<file path="src/rtl/tpu_pkg.sv">
// tpu_pkg: shared widths and loader FSM encoding for the weight path.
//   ADDR_W     - weight memory address width
//   DATA_W     - width of one weight
//   CNT_W      - width of the tile count
//   TILE_BYTES - bytes per 2x2 tile, also the address stride between tiles
package tpu_pkg;
    localparam int ADDR_W     = 13;
    localparam int DATA_W     = 8;
    localparam int CNT_W      = 8;
    localparam int TILE_BYTES = 4;
    typedef enum logic [1:0] {IDLE, FETCH, HOLD, DONE} loader_state_t;
endpackage

</file>
<file path="src/rtl/weight_loader_if.sv">
// weight_loader_if: command, weight-memory and tile-output signals of the weight loader.
//   command : start, base_addr, num_tiles -> loader; busy, done <- loader
//   memory  : mem_addr <- loader; mem_weight1..4 -> loader (same-cycle read data)
//   tiles   : weight_out1..4, w_valid <- loader; w_ready -> loader
// The slave modport is the loader; the master modport is its surroundings.
interface weight_loader_if;
    import tpu_pkg::*;
    logic              start;
    logic [ADDR_W-1:0] base_addr;
    logic [CNT_W-1:0]  num_tiles;
    logic [ADDR_W-1:0] mem_addr;
    logic [DATA_W-1:0] mem_weight1, mem_weight2, mem_weight3, mem_weight4;
    logic              w_valid;
    logic              w_ready;
    logic [DATA_W-1:0] weight_out1, weight_out2, weight_out3, weight_out4;
    logic              busy;
    logic              done;
    modport master (
        output start, base_addr, num_tiles, mem_weight1, mem_weight2, mem_weight3, mem_weight4, w_ready,
        input  mem_addr, w_valid, weight_out1, weight_out2, weight_out3, weight_out4, busy, done
    );
    modport slave (
        input  start, base_addr, num_tiles, mem_weight1, mem_weight2, mem_weight3, mem_weight4, w_ready,
        output mem_addr, w_valid, weight_out1, weight_out2, weight_out3, weight_out4, busy, done
    );
endinterface

</file>
<file path="src/rtl/weight_loader.sv">
// weight_loader: walks a run of 2x2 weight tiles from memory and streams them out over valid/ready.
//   clk     - system clock, all state on the rising edge
//   reset_n - asynchronous active-low reset
//   bus     - weight_loader_if.slave: start/base_addr/num_tiles command, busy/done status,
//             mem_addr/mem_weight1..4 memory read port, weight_out1..4/w_valid/w_ready tile stream
module weight_loader
    import tpu_pkg::*;
(
    input  logic           clk,
    input  logic           reset_n,
    weight_loader_if.slave bus
);
    loader_state_t                 state_q, state_d;
    logic [ADDR_W-1:0]             ptr_q, ptr_d;
    logic [ADDR_W-1:0]             mem_addr_q, mem_addr_d;
    logic [CNT_W-1:0]              remaining_q, remaining_d;
    logic [3:0][DATA_W-1:0]        weight_q, weight_d;
    logic                          w_valid_q, w_valid_d;
    logic [ADDR_W-1:0]             ptr_next;
    logic                          accept;
    assign ptr_next = ptr_q + ADDR_W'(TILE_BYTES);
    assign accept   = w_valid_q && bus.w_ready;
    // mem_addr only moves on the edge entering FETCH, so it stays on the
    // current tile's address while that tile is held under backpressure.
    always_comb begin
        state_d     = state_q;
        ptr_d       = ptr_q;
        mem_addr_d  = mem_addr_q;
        remaining_d = remaining_q;
        weight_d    = weight_q;
        w_valid_d   = w_valid_q;
        case (state_q)
            IDLE: begin
                if (bus.start) begin
                    ptr_d       = bus.base_addr;
                    remaining_d = bus.num_tiles;
                    state_d     = (bus.num_tiles != '0) ? FETCH : DONE;
                    mem_addr_d  = (bus.num_tiles != '0) ? bus.base_addr : mem_addr_q;
                end
            end
            FETCH: begin
                weight_d  = {bus.mem_weight4, bus.mem_weight3, bus.mem_weight2, bus.mem_weight1};
                w_valid_d = 1'b1;
                state_d   = HOLD;
            end
            HOLD: begin
                if (accept) begin
                    w_valid_d   = 1'b0;
                    ptr_d       = ptr_next;
                    remaining_d = remaining_q - CNT_W'(1);
                    state_d     = (remaining_q == CNT_W'(1)) ? DONE : FETCH;
                    mem_addr_d  = (remaining_q == CNT_W'(1)) ? mem_addr_q : ptr_next;
                end
            end
            DONE:    state_d = IDLE;
            default: state_d = IDLE;
        endcase
    end
    always_ff @(posedge clk or negedge reset_n) begin
        if (!reset_n) begin
            state_q     <= IDLE;
            ptr_q       <= '0;
            mem_addr_q  <= '0;
            remaining_q <= '0;
            weight_q    <= '0;
            w_valid_q   <= 1'b0;
        end else begin
            state_q     <= state_d;
            ptr_q       <= ptr_d;
            mem_addr_q  <= mem_addr_d;
            remaining_q <= remaining_d;
            weight_q    <= weight_d;
            w_valid_q   <= w_valid_d;
        end
    end
    assign bus.mem_addr    = mem_addr_q;
    assign bus.w_valid     = w_valid_q;
    assign bus.weight_out1 = weight_q[0];
    assign bus.weight_out2 = weight_q[1];
    assign bus.weight_out3 = weight_q[2];
    assign bus.weight_out4 = weight_q[3];
    assign bus.busy        = (state_q != IDLE);
    assign bus.done        = (state_q == DONE);
endmodule

</file>
<file path="src/flat_wrapper.sv">
// flat-port wrapper written by rule: the top's interface ports become plain ports
module weight_loader_flat import tpu_pkg::*;
  (clk, reset_n, bus_start, bus_base_addr, bus_num_tiles, bus_mem_weight1, bus_mem_weight2, bus_mem_weight3, bus_mem_weight4, bus_w_ready, bus_mem_addr, bus_w_valid, bus_weight_out1, bus_weight_out2, bus_weight_out3, bus_weight_out4, bus_busy, bus_done);
  weight_loader_if bus_i ();
  input  logic clk;
  input  logic reset_n;
  input wire logic [$bits(bus_i.start)-1:0] bus_start;
  input wire logic [$bits(bus_i.base_addr)-1:0] bus_base_addr;
  input wire logic [$bits(bus_i.num_tiles)-1:0] bus_num_tiles;
  input wire logic [$bits(bus_i.mem_weight1)-1:0] bus_mem_weight1;
  input wire logic [$bits(bus_i.mem_weight2)-1:0] bus_mem_weight2;
  input wire logic [$bits(bus_i.mem_weight3)-1:0] bus_mem_weight3;
  input wire logic [$bits(bus_i.mem_weight4)-1:0] bus_mem_weight4;
  input wire logic [$bits(bus_i.w_ready)-1:0] bus_w_ready;
  output wire logic [$bits(bus_i.mem_addr)-1:0] bus_mem_addr;
  output wire logic [$bits(bus_i.w_valid)-1:0] bus_w_valid;
  output wire logic [$bits(bus_i.weight_out1)-1:0] bus_weight_out1;
  output wire logic [$bits(bus_i.weight_out2)-1:0] bus_weight_out2;
  output wire logic [$bits(bus_i.weight_out3)-1:0] bus_weight_out3;
  output wire logic [$bits(bus_i.weight_out4)-1:0] bus_weight_out4;
  output wire logic [$bits(bus_i.busy)-1:0] bus_busy;
  output wire logic [$bits(bus_i.done)-1:0] bus_done;
  assign bus_i.start = bus_start;
  assign bus_i.base_addr = bus_base_addr;
  assign bus_i.num_tiles = bus_num_tiles;
  assign bus_i.mem_weight1 = bus_mem_weight1;
  assign bus_i.mem_weight2 = bus_mem_weight2;
  assign bus_i.mem_weight3 = bus_mem_weight3;
  assign bus_i.mem_weight4 = bus_mem_weight4;
  assign bus_i.w_ready = bus_w_ready;
  assign bus_mem_addr = bus_i.mem_addr;
  assign bus_w_valid = bus_i.w_valid;
  assign bus_weight_out1 = bus_i.weight_out1;
  assign bus_weight_out2 = bus_i.weight_out2;
  assign bus_weight_out3 = bus_i.weight_out3;
  assign bus_weight_out4 = bus_i.weight_out4;
  assign bus_busy = bus_i.busy;
  assign bus_done = bus_i.done;
  weight_loader u_core (.clk(clk), .reset_n(reset_n), .bus(bus_i));
endmodule
</file>
<file path="config.mk">
export PLATFORM = sky130hd
export DESIGN_NAME = weight_loader_flat
export DESIGN_NICKNAME = d
export VERILOG_FILES = /design/src/rtl/tpu_pkg.sv /design/src/rtl/weight_loader_if.sv /design/src/rtl/weight_loader.sv /design/src/flat_wrapper.sv
export SDC_FILE = /design/constraint.sdc
export NUM_CORES = 1
export LEC_CHECK = 0
export BUFFER_PORTS_ARGS = -buffer_cell sky130_fd_sc_hd__clkbuf_2
export CAP_MARGIN = 20
export CORE_AREA = 4 4 103 105
export DETAILED_ROUTE_END_ITERATION = 12
export DIE_AREA = 0 0 107 109
export PLACE_DENSITY = 0.55
export SLEW_MARGIN = 10
export SYNTH_ARGS = -nofsm -noshare
export SYNTH_HDL_FRONTEND = slang
export SYNTH_SLANG_ARGS = --single-unit
</file>
<file path="constraint.sdc">
create_clock -name clk -period 2.72 [get_ports clk]
set_clock_uncertainty 0.15 [all_clocks]
set_input_delay 0.136 -clock clk [delete_from_list [all_inputs] [get_ports clk]]
set_output_delay 0.136 -clock clk [all_outputs]
set_load 0.01 [all_outputs]
</file>
==> After elaboration in Yosys (flattened, before gate mapping) <==
Cells that the tools add are included.
{ "totals": {"regBits": 69, "inputBits": 57, "out_inout_bits": 48, "word_cells": 47} }
{ "classes": {"add_sub_neg": 2, "eq_ne": 8, "muxes": 18, "n_reduce_logical": 10} }
{ "ops": {"columns": ["operator", "count"], "rows": [
  ["2-to-1 mux 13 bit", 6],
  ["case mux 13 bit (2 select lines)", 2],
  ["2-to-1 mux 8 bit", 2],
  ["case mux 8 bit (2 select lines)", 1],
  ["adder 13 x 3 -> 13 bit, second input constant", 1],
  ["equality test 8 x 1 -> 1 bit, second input constant", 1],
  ["2-to-1 mux 2 bit", 4],
  ["case mux 2 bit (4 select lines)", 1],
  ["nonzero test 8 bit", 1],
  ["subtractor 8 x 1 -> 8 bit, second input constant", 1],
  ["nonzero test 2 bit", 3],
  ["AND reduction 5 bit", 1],
  ["equality test 2 bit, second input constant", 2],
  ["inequality test 2 x 1 -> 1 bit, second input constant", 2],
  ["inequality test 2 bit, second input constant", 2],
  ["AND reduction 2 bit", 2],
  ["AND reduction 3 bit", 1],
  ["equality test 2 x 1 -> 1 bit, second input constant", 1],
  ["zero test 2 bit", 1],
  ["case mux 1 bit (2 select lines)", 1],
  ["logical AND 1 bit", 1],
  ["2-to-1 mux 1 bit", 1]
]} }

==> Logic depth before layout (Yosys ltp) <==
{ "logic_depth": {"ltp_word": 4, "ltp_mapped": 9, "mapped_depth_nobuf": 6} }

==> Worst setup path before layout <==
Ideal clock, no wire load.
{ "synth_path": {"path_type": "register to register", "startpoint": "register u_core.remaining_q[1]", "endpoint": "register u_core.mem_addr_q[11], in the netlist u_core.bus.mem_addr[11]", "setup_time_ps": 128, "arrival_ps": 1582, "required_time_ps": 2442, "setup_slack_ps": 861, "path_stages_with_launch": 8, "path_buffers": 1, "period_less_slack_ps": 1859, "path_cell_list": "dfrtp_1 inv_1 ha_1 nor4b_1 nand3_1 nand3_4 buf_6 mux2_1"} }
{ "synth_via": {"elab_chain_cells": 3} }
{ "synth_rtl": {"columns": ["element", "line_no", "source"], "rows": [
  ["start, declared", "weight_loader.sv:16", "logic [CNT_W-1:0] remaining_q, remaining_d;"],
  ["start signal, assigned", "weight_loader.sv:71", "remaining_q <= remaining_d;"],
  ["equality test 8 x 1 -> 1 bit", "weight_loader.sv:52", "mem_addr_d = (remaining_q == CNT_W'(1)) ? mem_addr_q : ptr_next;"],
  ["inequality test 2 bit (no line)", null, null],
  ["AND reduction 5 bit (no line)", null, null],
  ["end signal, assigned", "weight_loader.sv:70", "mem_addr_q <= mem_addr_d;"],
  ["end, declared", "weight_loader.sv:15", "logic [ADDR_W-1:0] mem_addr_q, mem_addr_d;"]
]} }
No other way between the ends.
A chain may end at the register's enable or synchronous reset.

==> Worst setup path in the final report <==
{ "layout_path": {"startpoint": "register u_core.state_q[1]", "endpoint": "register u_core.mem_addr_q[0], in the netlist u_core.bus.mem_addr[0]"} }
{ "layout_via": {"elab_chain_cells": 3, "elab_cells_between_ends": 9, "cone_classes": "eq/ne (5); mux (1); reduce/logical (3)"} }
{ "layout_rtl": {"columns": ["element", "line_no", "source"], "rows": [
  ["start, declared", "weight_loader.sv:13", "loader_state_t state_q, state_d;"],
  ["start signal, assigned", "weight_loader.sv:68", "state_q <= state_d;"],
  ["equality test 2 bit / zero test 2 bit (equally long branches)", "weight_loader.sv:32", "case (state_q)"],
  ["inequality test 2 bit (no line), or another cell as far along", null, null],
  ["AND reduction 5 bit (no line)", null, null]
]} }
Several ways; a longest one is shown, not always the timed one.

==> impl_metrics.py <==
metrics = {
    "power_and_ir_drop": {
        "ir_drop_mv": 0.467,
        "powerDensity_nw_per_um2": 1100,
        "p_leak_uw": 0.00213,
    },
    "min_path": {
        "hold_end": "u_core.remaining_q[3]",
        "hold_class": "primary input to register",
        "hp-start": "bus_num_tiles[3]",
        "holdPathStages": 3,
    },
    "placement": {
        "gp_congestion": 0.754,
        "hpwl_um": 5560,
        "placed_area_um2": 3940,
        "dpl.cell_count": 507,
        "port_buffers": 104,
    },
    "finish": {
        "fill_cells": 936,
        "finalInstanceArea_um2": 4530,
        "drive_above_1_share": 0.415,
        "fin_nets": 488,
        "fin_cells": 564,
        "n_antenna_cell": 0,
        "areaGrowthSynthToFinish_pct": 35.9,
    },
    "clock_tree": {
        "cts-buffers-inserted": 9,
        "cts_tree": "done",
        "cts_setup_buffers": 0,
        "cts_sinks": 69,
        "path_clk_slew_ns": 0.07,
        "cts_buffer_depth": 2,
        "cts_root_buf": "clkbuf_8",
        "worstSkewPairLatency_ns": 0.34,
        "htreeDepth": 3,
    },
    "route": {
        "vias": 2658,
        "wl_per_cell_um": 14.4,
        "initialDrtViolationCount": 92,
        "firstDrtPassIters": 5,
        "wirelength_um": 8140,
        "drtAntennaViolNets": 0,
        "drcViolationCount": 0,
        "via_per_inst": 4.71,
    },
    "logic_synthesis": {
        "avgSynthCellArea_um2": 11.8,
        "synth_top_area_share": 0.518,
        "synthXorXnorAreaFrac": 0.00788,
        "yosysMostFrequentCell": "dfrtp_1",
        "synth_ff_type": "dfrtp_1",
        "synth.area.top_cells": "dfrtp_1 (52%), mux2_2 (13%), mux2_4 (3.2%), o21ai_0 (2.6%), buf_6 (2.4%)",
        "syn_area_um2": 3330,
        "synth_compound_area_frac": 0.0994,
        "synthArstFlopShare": 1.00,
        "ys_seq_elements": 69,
        "ys.warnings.count": 0,
        "ys_types": 49,
        "synth_simple_gate_area_frac": 0.123,
        "synthMuxAreaShare": 0.189,
        "yosys-top-cells-count": "dfrtp_1 (69), mux2_2 (39), nand2_1 (20)",
        "synth_fa_ha_area_frac": 0.0113,
        "synth-edff-count": 0,
        "synth_area_leader_cell": "dfrtp_1",
        "syn_inst": 283,
        "synth_fp_nets": 343,
        "yosysSeqAreaShare": 0.518,
        "synth_top_family_by_area": "multiplexers",
    },
    "sta": {
        "slew_headroom": 0.470,
        "setup-violations-final": 0,
        "whs_ns": 0.0142,
        "fmax_mhz": 474,
        "tns_ns": 0,
        "drv_slew": 0,
        "worst_slew_pin_slew_ns": 0.794,
        "finalHoldViolations": 0,
        "finalCritPeriodShare": 0.776,
        "rsz0062_at_grt": "no",
        "period_minus_slack_ns": 2.11,
    },
    "worst_setup_path": {
        "reg2reg_slack_ns": 0.61,
        "cpPeakStageDelay_ns": 0.50,
        "cp_top_family": "flip-flops",
        "cp.arrival_ns": 2.18,
        "cp_slowest_cell": "dfrtp_1",
        "path_buf_inv": 1,
        "startpoint_type": "register",
        "worst_r2r_path_depth": 5,
        "cp_max_fo": 18,
        "crit_chain": "nand2b_1 -> a21o_1 -> clkinv_4 -> nand3_4 -> mux2_2",
        "required_ns": 2.79,
        "reg2reg_from": "u_core.state_q[1]",
        "critPathKind": "register to register",
        "rr_endpoint": "u_core.bus.mem_addr[0]",
        "end_kind": "register",
    },
    "floorplanning": {
        "dieWidth_um": 107,
        "core_um2": 9640,
        "start_util": 0.346,
        "num_rows": 36,
        "die_h_um": 109,
        "die_area_um2": 11700,
        "io_pins": 105,
    },
    "grt": {
        "grt_pass1_vias": 2787,
        "grt_antenna_before_repair": 0,
        "grt_pass1_wl_um": 14000,
        "grt_max_degree": 38,
        "grt_usage": 0.152,
        "grt.overflow.total": 0,
    },
    "status": {
        "status": "completed",
    },
    "run": {
        "drv_cap": 0,
    },
}
==> flip-flops by register name (all words and copies together) (netlist names), 2 cells and up <==
name                    cells
u_core.bus.mem_addr        13
u_core.ptr_q               13
u_core.bus.weight_out1      8
u_core.bus.weight_out2      8
u_core.bus.weight_out3      8
u_core.bus.weight_out4      8
u_core.remaining_q          8
u_core.state_q              2
==> placed cells by master, fill, tap and decap left out, drive strengths merged, types with 2 or more instances in the layout <==
| cell | n |
|---|---|
| buf | 6 |
| dfrtp | 69 |
| o21ai | 17 |
| nor3b | 2 |
| a21o | 2 |
| nand2 | 20 |
| xnor2 | 2 |
| clkbuf | 115 |
| a2bb2oi | 2 |
| mux2 | 50 |
| o31ai | 2 |
| ha | 3 |
| nor4 | 3 |
| nand3 | 10 |
| nor2 | 18 |
| a21oi | 15 |
| or3 | 5 |
| o22ai | 2 |
| clkinv | 3 |
| a31oi | 7 |
| or4 | 2 |
| nor2b | 2 |
| o211ai | 2 |
| nand2b | 4 |
| dlygate4sd3 | 43 |
| mux2i | 4 |
| inv | 6 |
| nand4 | 2 |
==> worst register-to-register path: stages, from the launching register on <==
cell	delay, ns
dfrtp_1	0.50
nand2b_1	0.15
a21o_1	0.49
clkinv_4	0.12
nand3_4	0.22
mux2_2	0.38
==> worst max path at each step <==
stage          cells after the start             startpoint                       to  slack [ns]
2_1_floorplan                      7  u_core.remaining_q[1]  u_core.bus.mem_addr[11]        0.86
3_3_place_gp                       5      u_core.state_q[1]   u_core.bus.mem_addr[0]        0.65
3_5_place_dp                       5      u_core.state_q[1]   u_core.bus.mem_addr[0]        0.59
4_1_cts                            5      u_core.state_q[1]  u_core.bus.mem_addr[12]        0.57
5_1_grt                            5      u_core.state_q[1]   u_core.bus.mem_addr[1]        0.44
6_report                           5      u_core.state_q[1]   u_core.bus.mem_addr[0]        0.61
==> cell families after synthesis <==
kind of cell,after synthesis
AND/OR/NAND/NOR,74
multiplexers,54
flip-flops,69
AO/OA/AOI/OAI,55
buffers and inverters,25
XOR/XNOR,3
adder cells (fa/ha/maj),3
==> where the power goes <==
group          leakage [uW]  internal, uW  total, uW  switching, uW
Combinational       0.00123          1160       2280           1130
Clock             0.0000881           369        743            375
Sequential         0.000811          1560       1960            399
==> through the flow <==
stage	worst slack (ns)	utilization	total power (uW)
2_1_floorplan	0.861	-	3580
3_3_place_gp	0.654	0.408	4180
3_5_place_dp	0.593	0.408	4240
4_1_cts	0.571	0.470	5070
5_1_grt	0.436	0.470	5410
6_report	0.610	0.470	4980
==> timing repair <==
| action | 4_1_cts | 5_1_grt |
|---|---|---|
| hold endpoints to repair | 76 | 0 |
| hold buffers | 43 | 0 |
| gates resized for setup | 0 | 0 |
==> per-layer routing <==
layer / global-route usage / vias to the layer above / wire, um
met5: 0 / - / 0
met4: 0.0493 / 0 / 105
met3: 0.0485 / 8 / 562
met2: 0.250 / 87 / 3870
met1: 0.191 / 1262 / 3600
li1: - / 1301 / -
==> final cells by class <==
type / count / area [um2] / share of cell area
well taps: 133 / 166 / 0.0367
multi-input cells: 189 / 1440 / 0.318
flip-flops and latches: 69 / 1730 / 0.381
clock inverters: 2 / 10.0 / 0.00221
repair buffers: 152 / 1000 / 0.221
clock buffers: 12 / 155 / 0.0342
inverters: 7 / 31.3 / 0.00690
(Power assumes the default switching activity.)
